--- src/rtl/reset_sequencer.sv ---
// reset_sequencer: asynchronous-assert, synchronized/debounced, staged-release reset tree.
// Revision 1.0 - initial release.
`default_nettype none

module reset_sequencer #(
  parameter int SYNC_STAGES     = 2,
  parameter int DEBOUNCE_CYCLES = 250000,
  parameter int STAGE_GAP       = 16
) (
  input  logic       clk_25mhz,
  input  logic       reset_button_n,
  input  logic       sw_rst_req,
  output logic       rst_sys,
  output logic       rst_periph,
  output logic       rst_cpu,
  output logic       running,
  output logic [2:0] state
);

  localparam int CNT_MAX = (DEBOUNCE_CYCLES > STAGE_GAP) ? DEBOUNCE_CYCLES : STAGE_GAP;
  localparam int CNT_W   = $clog2(CNT_MAX) + 1;
  localparam logic [CNT_W-1:0] DEB_LAST = CNT_W'(DEBOUNCE_CYCLES - 1);
  localparam logic [CNT_W-1:0] GAP_LAST = CNT_W'(STAGE_GAP - 1);

  typedef enum logic [2:0] {
    ST_RESET    = 3'd0,
    ST_DEBOUNCE = 3'd1,
    ST_SYS      = 3'd2,
    ST_PERIPH   = 3'd3,
    ST_RUN      = 3'd4
  } state_t;

  state_t           cur_state, nxt_state;
  logic [CNT_W-1:0] cnt, nxt_cnt;
  logic [SYNC_STAGES-1:0] sync_q;
  logic             btn_ok;
  logic             sw_take;
  logic             counting;
  logic             nxt_rst_sys, nxt_rst_periph, nxt_rst_cpu, nxt_running;

  assign btn_ok = sync_q[SYNC_STAGES-1];
  assign state  = cur_state;

  always_ff @(posedge clk_25mhz or negedge reset_button_n) begin
    if (!reset_button_n) begin
      sync_q     <= '0;
      cur_state  <= ST_RESET;
      cnt        <= '0;
      rst_sys    <= 1'b1;
      rst_periph <= 1'b1;
      rst_cpu    <= 1'b1;
      running    <= 1'b0;
    end else begin
      sync_q     <= {sync_q[SYNC_STAGES-2:0], 1'b1};
      cur_state  <= nxt_state;
      cnt        <= nxt_cnt;
      rst_sys    <= nxt_rst_sys;
      rst_periph <= nxt_rst_periph;
      rst_cpu    <= nxt_rst_cpu;
      running    <= nxt_running;
    end
  end

  always_comb begin
    nxt_state = cur_state;
    sw_take   = 1'b0;
    counting  = 1'b0;

    case (cur_state)
      ST_RESET: begin
        if (btn_ok) nxt_state = ST_DEBOUNCE;
      end
      ST_DEBOUNCE: begin
        counting = 1'b1;
        if (cnt == DEB_LAST) nxt_state = ST_SYS;
      end
      ST_SYS: begin
        counting = 1'b1;
        if (cnt == GAP_LAST) nxt_state = ST_PERIPH;
      end
      ST_PERIPH: begin
        counting = 1'b1;
        if (cnt == GAP_LAST) nxt_state = ST_RUN;
      end
      ST_RUN: begin
        nxt_state = ST_RUN;
      end
      default: begin
        nxt_state = ST_RESET;
      end
    endcase

    // Software request wins over any terminal count reached on the same edge.
    if (sw_rst_req && (cur_state inside {ST_DEBOUNCE, ST_SYS, ST_PERIPH, ST_RUN})) begin
      sw_take   = 1'b1;
      nxt_state = ST_DEBOUNCE;
    end

    if (sw_take || (nxt_state != cur_state) || !counting) begin
      nxt_cnt = '0;
    end else begin
      nxt_cnt = cnt + CNT_W'(1);
    end

    // Outputs are registered from the next state so they never glitch.
    nxt_rst_sys    = (nxt_state == ST_RESET) || (nxt_state == ST_DEBOUNCE);
    nxt_rst_periph = !((nxt_state == ST_PERIPH) || (nxt_state == ST_RUN));
    nxt_rst_cpu    = (nxt_state != ST_RUN);
    nxt_running    = (nxt_state == ST_RUN);
  end

endmodule

`default_nettype wire

--- config.mk ---
export PLATFORM = sky130hd
export DESIGN_NAME = reset_sequencer
export DESIGN_NICKNAME = d
export VERILOG_FILES = /design/src/rtl/reset_sequencer.sv
export SDC_FILE = /design/constraint.sdc
export NUM_CORES = 1
export LEC_CHECK = 0
export CORE_MARGIN = 4
export CORE_UTILIZATION = 51
export CTS_CLUSTER_DIAMETER = 150
export DETAILED_ROUTE_END_ITERATION = 10
export PLACE_DENSITY = 0.69
export SLEW_MARGIN = 5
export SYNTH_ARGS = -nofsm -noshare
export SYNTH_HDL_FRONTEND = slang
export SYNTH_SLANG_ARGS = --single-unit
--- constraint.sdc ---
create_clock -name clk_25mhz -period 2.5 [get_ports clk_25mhz]
set_clock_uncertainty 0.1 [all_clocks]
set_input_delay 0.5 -clock clk_25mhz [delete_from_list [all_inputs] [get_ports clk_25mhz]]
set_output_delay 0.5 -clock clk_25mhz [all_outputs]
set_load 0.05 [all_outputs]
# After elaboration in Yosys (flattened, before gate mapping)
# Cells that the tools add are included.
# totals
ff_bits,28
elab_cells,39
in_bits,3
# classes
n_addsub,1
mux,9
n_eq_ne,11
n_reduce_logical,11
# ops
op,count
$add 19x1->19 const B,1
$eq 19x18->1 const B,1
$eq 19x4->1 const B,1
$mux 19,1
$mux 3,5
$pmux 3 s5,1
$eq 3x2->1 const B,3
$eq 3x1->1 const B,2
$eq 3x3->1 const B,2
$logic_not 3->1,2
$logic_or 1x1->1,4
$reduce_bool 4->1,1
$ne 3x3->1,1
$ne 3x3->1 const B,1
$reduce_or 3->1,1
$logic_not 1->1,2
$mux 1,2
$logic_and 1x1->1,1

# Depth between registers and ports, before layout
# Gate-level depths: netlist of run 1.
# depth
depth_word,8
depth_mapped,9
depth_no_buf,6

# Least setup slack after synthesis of run 1
# No wires, ideal clock.
# synth_path
path_type,register to register
start,register cnt[0]
end,register cnt[10]
setup_slack_ns,0.577
n_path_buf,4
arrival_ns,1.751
path_stages_with_launch,10
synth_period_minus_slack_ns,1.923
path_cell_list,dfrtp_1 -> ha_1 -> and3_1 -> buf_6 -> and4_4 -> buf_6 -> a211o_1 -> buf_6 -> buf_8 -> nor2_1
# synth_between
elab_chain_len,8
word_cells_on_any_way,12
classes_between,1 x add/sub; 3 x eq/ne; 6 x mux; 2 x reduce/logical
# synth_lines
element,line,rtl
from (decl),34,"logic [CNT_W-1:0] cnt, nxt_cnt;"
from (signal assigned),56,cnt <= nxt_cnt;
$eq 19x4->1 or $eq 19x18->1 (tied branches),"79, 83, 75",
$mux 3 (on tied branches),"83, 75, 79",
$pmux 3 s5,69,case (cur_state)
$mux 3,94,"if (sw_rst_req && (cur_state inside {ST_DEBOUNCE, ST_SYS, ST_PERIPH, ST_RUN})) begin"
$ne 3x3->1,99,if (sw_take || (nxt_state != cur_state) || !counting) begin
$logic_or 1x1->1 (2 in a row),99,
$mux 19 *,99,
via nxt_cnt[10],34,
# Mark *: on every way through the listed nets, which the timed path passes. The rest lies on a longest branch.

# Final worst setup path of run 1
# layout_path
start,register cur_state[0] (netlist: state[0])
end,output port state[0]
# layout_rtl
element,line,rtl
from (decl),33,"state_t cur_state, nxt_state;"
from (signal assigned),55,cur_state <= nxt_state;
to (decl),17,output logic [2:0] state
# No word-level cell between the ends.

==> results of run 1 <==
==> sequential cells by signal (all words and copies together) (netlist names) <==
| name | cells |
|---|---|
| running | 1 |
| rst_cpu | 1 |
| rst_sys | 1 |
| cnt | 19 |
| state | 3 |
| sync_q | 2 |
| rst_periph | 1 |
==> cell usage in the layout, fill, tap and decap left out <==
master	count
bufinv_16	1
nand3_1	8
and4_4	1
buf_4	2
dfstp_2	3
o21ai_0	1
nand4_1	5
inv_1	6
dfrtp_1	25
clkdlybuf4s50_1	9
nand4b_1	1
ha_1	1
xor2_1	7
mux2_2	1
xnor2_1	10
a32o_1	1
a211o_1	1
conb_1	1
clkbuf_4	3
nor4_1	4
a21o_1	2
and4_1	2
a41o_1	1
a21oi_1	4
and3_1	2
nand2_1	8
nor2_1	29
nor3_1	6
a31oi_1	2
==> power breakdown <==
group,internal (W),switching [W]
Sequential,0.000465,0.0000159
Combinational,0.0000262,0.0000481
Clock,0.000162,0.000123
Total,0.000653,0.000187
==> through the flow <==
step                hold WS, ns  instance area (sq um)  setup slack, ns  utilization (%)  power (W)
finish                    0.268                   1500            0.206             59.8   0.000840
global route              0.289                   1500            0.114             59.8   0.000886
CTS                       0.272                   1500            0.175             59.8   0.000857
detailed placement        0.238                   1440            0.559             57.7   0.000565
global placement          0.237                   1440            0.579             57.7   0.000562
floorplan                 0.104                   1350            0.577                -   0.000544
==> final timing paths <==
check	from	end	cells after the start
worst min register to register	sync_q[0]$_DFF_PN0_	sync_q[1]$_DFF_PN0_	0
max in group asynchronous	reset_button_n	rst_sys$_DFF_PN1_	2
min in group asynchronous	reset_button_n	running$_DFF_PN0_	2
worst max-delay path	state[0]$_DFF_PN0_	state[0]	1
worst max register to register	cnt[12]$_DFF_PN0_	rst_cpu$_DFF_PN1_	5
worst min-delay path	sync_q[0]$_DFF_PN0_	sync_q[1]$_DFF_PN0_	0
==> area by class of cell <==
class | instances | area [sq um] | share of cell area, %
clock buffer | 3 | 22.5 | 1.51
clock inverter | 1 | 30.0 | 2.01
inverter | 6 | 22.5 | 1.51
multi-input combinational | 98 | 573 | 38.3
sequential | 28 | 704 | 47.1
tap | 30 | 37.5 | 2.51
timing repair buffer | 11 | 105 | 7.03
==> cell families after synthesis <==
| kind of cell | share of synthesized area, % |
|---|---|
| fa+ha+maj | 0.925 |
| buf+inv | 5.55 |
| mux | 0.833 |
| other cells | 0.277 |
| xor+xnor | 11.0 |
| compound gates | 6.01 |
| flops | 52.1 |
| simple gates | 23.3 |
==> layer usage <==
| metal | track usage, % | routed length [um] |
|---|---|---|
| met1 | 21.3 | 1120 |
| met2 | 24.3 | 1110 |
| met3 | 1.96 | 89 |
| met4 | 4.75 | 15 |
| met5 | 0 | 0 |
==> impl_metrics.py, run 1 <==
metrics = {
    "logic_synthesis": {
        "ys_async_sr_fraction_pct": 100,
        "syn_avg_cell_area_sq_um": 9.87,
        "seq_area_frac_synth_pct": 52.1,
        "synth_most_common_cell": "nor2_1",
        "synth_area_sq_um": 1350,
        "ys_ff_latch": 28,
        "ys_types": 28,
        "ys_top_cells_by_count": "nor2_1, dfrtp_1, xnor2_1",
        "synth_nets": 141,
        "synthFlopType": "dfrtp_1",
        "netlist.area_leader.share_pct": 46.3,
        "synth.area.top_cells": "dfrtp_1, nor2_1, xnor2_1",
        "synth-edff-count": 0,
        "synthCells": 137,
        "synth_top_cell_by_area": "dfrtp_1",
        "yosysWarnings": 0,
    },
    "floorplan": {
        "die_h_um": 59.5,
        "dieArea_sq_um": 3540,
        "core-area_sq_um": 2500,
        "die_x_um": 59.5,
        "start_util_pct": 54.1,
        "row_count": 18,
        "ios": 10,
    },
    "final_layout": {
        "final_nets": 152,
        "fill_cells": 209,
        "synthToLayoutAreaGrowth_pct": 10.5,
        "antenna_cells": 0,
        "post_layout_nonfiller_instances": 177,
        "layout-drive-gt1-share_pct": 7.48,
    },
    "timing": {
        "rsz0062_at_grt": "no",
        "fin_setup_tns_ns": 0,
        "hold_violations": 0,
        "worst_pin_slew_ns": 0.498,
        "fin_crit_ns": 2.29,
        "setup_viol": 0,
        "timing.final.crit_share_pct": 91.8,
        "finalMaxSlewViolations": 0,
        "fmax_mhz": 436,
        "relSlewSlack_pct": 66.7,
    },
    "clocking": {
        "cts_setup_buffers": 0,
        "ctsHoldBuffers": 0,
        "clk_latency_ns": 0.32,
        "cts_tree": "yes",
        "cts.sinks": 28,
        "clk_pin_slew_ns": 0.14,
        "post_cts_resized": 0,
        "htreeDepth": 1,
        "cts.path.max_buffers": 2,
        "cts_inserted_buffers": 3,
        "clk_root_buffer_cell": "clkbuf_4",
    },
    "power": {
        "power.leakage_nw": 0.627,
        "vdd_ir_drop_max_mv": 0.417,
        "power_density_nw_per_um2": 562,
    },
    "setup_path": {
        "r2r_slack_ns": 0.55,
        "critPathSlowestCell": "clkdlybuf4s50_1",
        "cp.arrival_ns": 1.69,
        "cp.required_ns": 1.90,
        "cp_max_fo": 10,
        "worstSetupPathType": "reg -> out",
        "cp-start-kind": "flop",
        "crit_buf_inv": 1,
        "endpoint_kind": "output pin",
        "critPathMaxStageDelay_ns": 0.86,
        "cp_cell_sequence": "clkdlybuf4s50_1",
        "crit_family": "buffers and inverters",
    },
    "route": {
        "wl_um": 2340,
        "drc_errors": 0,
        "dr.pass1.iters": 4,
        "ant_nets": 0,
        "vias": 969,
        "drt-initial-drc-count": 48,
        "wl_per_cell_um": 13.2,
        "via_per_inst": 5.47,
    },
    "status": {
        "outcome": "finished, final reports clean",
    },
    "placement": {
        "io_buffer_count": 9,
        "dp.cells": 173,
        "place_hpwl_um": 1690,
        "gp_congestion": 0.890,
    },
    "global_route": {
        "grt_util_all_layers_pct": 15.1,
        "grt_pass1_vias": 899,
        "grt.overflow.total": 0,
        "grt_max_degree": 29,
        "antenna_found_initial": 0,
        "grt_pass1_wl_um": 4110,
    },
    "job": {
        "drv_cap": 0,
    },
    "min_path": {
        "worstHoldPathType": "reg -> reg",
    },
}
No activity file was read; power rests on OpenSTA's default activity.
==> run 2: changes to the inputs <==
Settings changed: CORE_UTILIZATION 51 to 55, PLACE_DENSITY 0.69 to 0.74, SETUP_SLACK_MARGIN set to 0.2.
==> run 2 against run 1 <==
  * Sequential share of layout area is 0.48 points higher
  * Non-clock buffer count did not move
  * Global-route usage increased by 0.36 points
  * Via count is 1.4% lower
  * Critical path type unchanged
  * Largest cell class unchanged
==> impl_metrics.py, run 2 (synthesized netlist as in run 1, its figures left out) <==
metrics = {
    "status": {
        "outcome": "finished, final reports clean",
    },
    "final_layout": {
        "layout-drive-gt1-share_pct": 7.48,
        "final_common_cell": "nor2_1",
        "fin_util_pct": 65.0,
        "largest_register_ffs": 19,
        "final_nets": 152,
        "synthToLayoutAreaGrowth_pct": 9.44,
        "postLayoutCellArea_sq_um": 1480,
        "final_cell_mix": "nor2_1, dfrtp_1, xnor2_1",
        "antenna_cells": 0,
        "post_layout_nonfiller_instances": 175,
        "regMostFlops": "cnt",
    },
    "setup_path": {
        "r2r_slack_ns": 0.57,
        "cp.arrival_ns": 1.65,
        "critPathMaxStageDelay_ns": 0.79,
        "cp.required_ns": 1.90,
        "crit_family": "buffers and inverters",
        "cp_cell_sequence": "clkdlybuf4s50_1",
        "worstSetupPathType": "reg -> out",
        "path_depth": 1,
        "rr_worst_depth": 5,
        "crit_buf_inv": 1,
        "critPathSlowestCell": "clkdlybuf4s50_1",
        "timing.rr.start": "cnt[12]$_DFF_PN0_",
        "endpoint_kind": "output pin",
        "r2r-end": "rst_periph$_DFF_PN1_",
        "cp_max_fo": 1,
        "cp-start-kind": "flop",
    },
    "route": {
        "wl_um": 2300,
        "via_per_inst": 5.46,
        "dr.pass1.iters": 4,
        "wl_per_cell_um": 13.1,
        "drt-initial-drc-count": 12,
        "drc_errors": 0,
        "vias": 955,
        "ant_nets": 0,
    },
    "floorplan": {
        "core-area_sq_um": 2280,
        "dieArea_sq_um": 3320,
        "row_count": 17,
        "die_h_um": 57.6,
        "start_util_pct": 59.4,
        "die_x_um": 57.6,
        "ios": 10,
    },
    "timing": {
        "setup_viol": 0,
        "fmax_mhz": 444,
        "timing.final.crit_share_pct": 90.1,
        "rsz0062_at_grt": "no",
        "fin_crit_ns": 2.25,
        "whs_ns": 0.282,
        "fin_setup_tns_ns": 0,
        "relSlewSlack_pct": 66.2,
        "hold_violations": 0,
        "finalMaxSlewViolations": 0,
        "worst_pin_slew_ns": 0.506,
    },
    "global_route": {
        "grt_pass1_wl_um": 4080,
        "antenna_found_initial": 0,
        "use_met1_pct": 21.7,
        "grt_util_all_layers_pct": 15.5,
        "grt_max_degree": 29,
        "use_met3_pct": 2.49,
        "top_usage_layer": "met2",
        "grt_pass1_vias": 917,
        "grt.overflow.total": 0,
        "met2_usage_pct": 23.7,
    },
    "clocking": {
        "cts.path.max_buffers": 2,
        "clk_root_buffer_cell": "clkbuf_4",
        "cts.sinks": 28,
        "htreeDepth": 1,
        "cts_setup_buffers": 0,
        "cts_inserted_buffers": 3,
        "clk_pin_slew_ns": 0.14,
        "cts_tree": "yes",
        "clk_latency_ns": 0.32,
    },
    "placement": {
        "dp.cells": 171,
        "io_buffer_count": 9,
        "gp_congestion": 0.809,
        "placed_cell_area_sq_um": 1440,
        "place_hpwl_um": 1680,
    },
    "power": {
        "power.leakage_nw": 0.657,
        "vdd_ir_drop_max_mv": 0.408,
        "power_density_nw_per_um2": 518,
    },
    "min_path": {
        "worstHoldPathType": "reg -> reg",
        "holdPathEnd": "sync_q[1]$_DFF_PN0_",
        "holdCritStartpoint": "sync_q[0]$_DFF_PN0_",
        "min_path_cells": 0,
    },
    "job": {
        "drv_cap": 0,
    },
}
-- run 2: worst max path at each step --
stage	start	to	slack [ns]
after floorplan	cnt[0]$_DFF_PN0_	cnt[10]$_DFF_PN0_	0.58
after global placement	state[0]$_DFF_PN0_	state[0]	0.57
after detailed placement	sw_rst_req	rst_periph$_DFF_PN1_	0.53
after CTS	rst_periph$_DFF_PN1_	rst_periph	0.22
after global routing	rst_sys$_DFF_PN1_	rst_sys	0.20
final	rst_periph$_DFF_PN1_	rst_periph	0.25
-- run 2: stage by stage --
step / total power (W) / worst slack [ns]
after global placement: 0.000562 / 0.574
final: 0.000767 / 0.247
after floorplan: 0.000544 / 0.577
after CTS: 0.000778 / 0.225
after global routing: 0.000807 / 0.201
after detailed placement: 0.000564 / 0.526
-- run 2: area by class of cell --
cell class	count	area, sq um
sequential	28	704
timing repair buffer	11	109
inverter	6	22.5
fill	177	796
clock buffer	4	36.3
tap	28	35.0
multi-input combinational	98	573
-- run 2: timing repair --
| item | in CTS | in global routing |
|---|---|---|
| pin swaps | 0 | 0 |
| gates cloned | 0 | 0 |
| hold buffers | 0 | 0 |
| gates resized for setup | 1 | 2 |
| endpoints found under the setup margin | 1 | 2 |
-- run 2: per-layer routing --
layer / share of wire, % / vias to the layer above
met3: 2.8 / 7
met2: 46 / 15
met4: 2.4 / 0
met5: 0 / -
met1: 49 / 450
li1: - / 483
-- run 2: where the power goes --
part	switching (W)	leakage (nW)	internal [W]	total, W
Combinational	0.0000481	0.266	0.0000243	0.0000724
Sequential	0.0000156	0.370	0.000465	0.000480
Clock	0.000125	0.0210	0.0000891	0.000214
Total	0.000189	0.657	0.000578	0.000767
==> run 3: changes to the inputs <==
Settings changed: HOLD_SLACK_MARGIN set to 0.15, SETUP_SLACK_MARGIN 0.2 to not set.
==> run 3 against run 2 <==
  * Wire length up 0.17%
  * Fmax down 2.5%
  * Highest routed layer unchanged
  * Register-to-register slack about the same
  * Core utilization down 0.16 points
  * Critical endpoint is now state[0]
  * Global-route usage unchanged
  * Power up 0.24%
==> impl_metrics.py, run 3 (synthesized netlist as in run 1, its figures left out) <==
metrics = {
    "placement": {
        "io_buffer_count": 9,
        "gp_congestion": 0.809,
        "dp.cells": 171,
        "place_hpwl_um": 1680,
    },
    "setup_path": {
        "crit_family": "buffers and inverters",
        "r2r-end": "rst_periph$_DFF_PN1_",
        "critPathMaxStageDelay_ns": 0.86,
        "cp.arrival_ns": 1.71,
        "cp-start-kind": "flop",
        "r2r_slack_ns": 0.58,
        "critPathSlowestCell": "clkdlybuf4s50_1",
        "timing.rr.start": "cnt[12]$_DFF_PN0_",
        "cp_cell_sequence": "clkdlybuf4s50_1",
        "worstSetupPathType": "reg -> out",
        "cp_max_fo": 10,
        "crit_buf_inv": 1,
        "endpoint_kind": "output pin",
        "cp.required_ns": 1.90,
        "rr_worst_depth": 5,
    },
    "final_layout": {
        "final_cell_mix": "nor2_1, dfrtp_1, xnor2_1",
        "regMostFlops": "cnt",
        "post_layout_nonfiller_instances": 175,
        "synthToLayoutAreaGrowth_pct": 9.16,
        "largest_register_ffs": 19,
        "layout-drive-gt1-share_pct": 7.48,
        "final_common_cell": "nor2_1",
        "final_nets": 152,
        "antenna_cells": 0,
    },
    "route": {
        "ant_nets": 0,
        "via_per_inst": 5.46,
        "wl_um": 2300,
        "drc_errors": 0,
        "dr.pass1.iters": 4,
        "wl_per_cell_um": 13.2,
        "vias": 955,
        "drt-initial-drc-count": 12,
    },
    "floorplan": {
        "dieArea_sq_um": 3320,
        "start_util_pct": 59.4,
        "die_x_um": 57.6,
        "die_h_um": 57.6,
        "ios": 10,
        "core-area_sq_um": 2280,
        "row_count": 17,
    },
    "status": {
        "outcome": "finished, final reports clean",
    },
    "timing": {
        "relSlewSlack_pct": 66.5,
        "fin_crit_ns": 2.31,
        "fmax_mhz": 433,
        "timing.final.crit_share_pct": 92.4,
        "finalMaxSlewViolations": 0,
        "fin_setup_tns_ns": 0,
        "hold_violations": 0,
        "rsz0062_at_grt": "no",
        "setup_viol": 0,
        "worst_pin_slew_ns": 0.501,
    },
    "clocking": {
        "ctsHoldBuffers": 0,
        "cts_tree": "yes",
        "post_cts_resized": 0,
        "clk_pin_slew_ns": 0.14,
        "cts_setup_buffers": 0,
        "clk_latency_ns": 0.32,
        "cts.sinks": 28,
        "htreeDepth": 1,
        "cts_inserted_buffers": 3,
        "clk_root_buffer_cell": "clkbuf_4",
        "cts.path.max_buffers": 2,
    },
    "global_route": {
        "grt_util_all_layers_pct": 15.5,
        "grt_pass1_vias": 917,
        "grt_max_degree": 29,
        "use_met3_pct": 2.49,
        "met2_usage_pct": 23.7,
        "grt.overflow.total": 0,
        "top_usage_layer": "met2",
        "antenna_found_initial": 0,
        "use_met1_pct": 21.7,
        "grt_pass1_wl_um": 4080,
    },
    "job": {
        "drv_cap": 0,
    },
    "min_path": {
        "holdPathEnd": "sync_q[1]$_DFF_PN0_",
        "min_path_cells": 0,
        "holdCritStartpoint": "sync_q[0]$_DFF_PN0_",
        "worstHoldPathType": "reg -> reg",
    },
    "power": {
        "power_density_nw_per_um2": 521,
        "vdd_ir_drop_max_mv": 0.408,
        "power.leakage_nw": 0.620,
    },
}
[run 3: cell count changes in the layout (fill, tap and decap cells not counted), sizes merged]
| cell | previous run | this run |
|---|---|---|
| clkdlybuf4s50 | 6 | 9 |
| dlymetal6s2s | 2 | 0 |
| dlygate4sd2 | 1 | 0 |
[run 3: layer usage]
metal / vias up / routed length [um]
li1: 482 / -
met1: 452 / 1130
met2: 15 / 1070
met3: 6 / 60
met4: 0 / 44
met5: - / 0
[run 3: worst max-delay path by stage]
stage	startpoint	endpoint	cells after the start
after floorplan	cnt[0]$_DFF_PN0_	cnt[10]$_DFF_PN0_	9
after global placement	state[0]$_DFF_PN0_	state[0]	1
after detailed placement	sw_rst_req	rst_periph$_DFF_PN1_	5
after CTS	state[0]$_DFF_PN0_	state[0]	1
after global routing	state[0]$_DFF_PN0_	state[0]	1
final	state[0]$_DFF_PN0_	state[0]	1
[run 3: final cells by class]
type                            instances  area, sq um
Inverter                                6         22.5
Timing Repair Buffer                   11          105
Clock buffer                            4         36.3
Multi-Input combinational cell         98          573
Tap cell                               28         35.0
Fill cell                             177          800
Sequential cell                        28          704
[run 3: per-stage QoR]
step                      setup slack, ns  util, %  total power [W]  area, sq um  hold WS [ns]
after floorplan                     0.577        -         0.000544         1350         0.104
after global placement              0.574     63.3         0.000562         1440         0.233
after detailed placement            0.526     63.3         0.000564         1440         0.254
after CTS                           0.175     64.9         0.000780         1480         0.288
after global routing                0.119     64.9         0.000809         1480         0.299
final                               0.190     64.9         0.000769         1480         0.281
[run 3: report_power, final]
part / internal [W] / switching, W / leakage [nW] / total (W)
Clock: 0.0000891 / 0.000125 / 0.0210 / 0.000214
Combinational: 0.0000262 / 0.0000482 / 0.230 / 0.0000744
Sequential: 0.000465 / 0.0000157 / 0.370 / 0.000481
Total: 0.000580 / 0.000189 / 0.620 / 0.000769
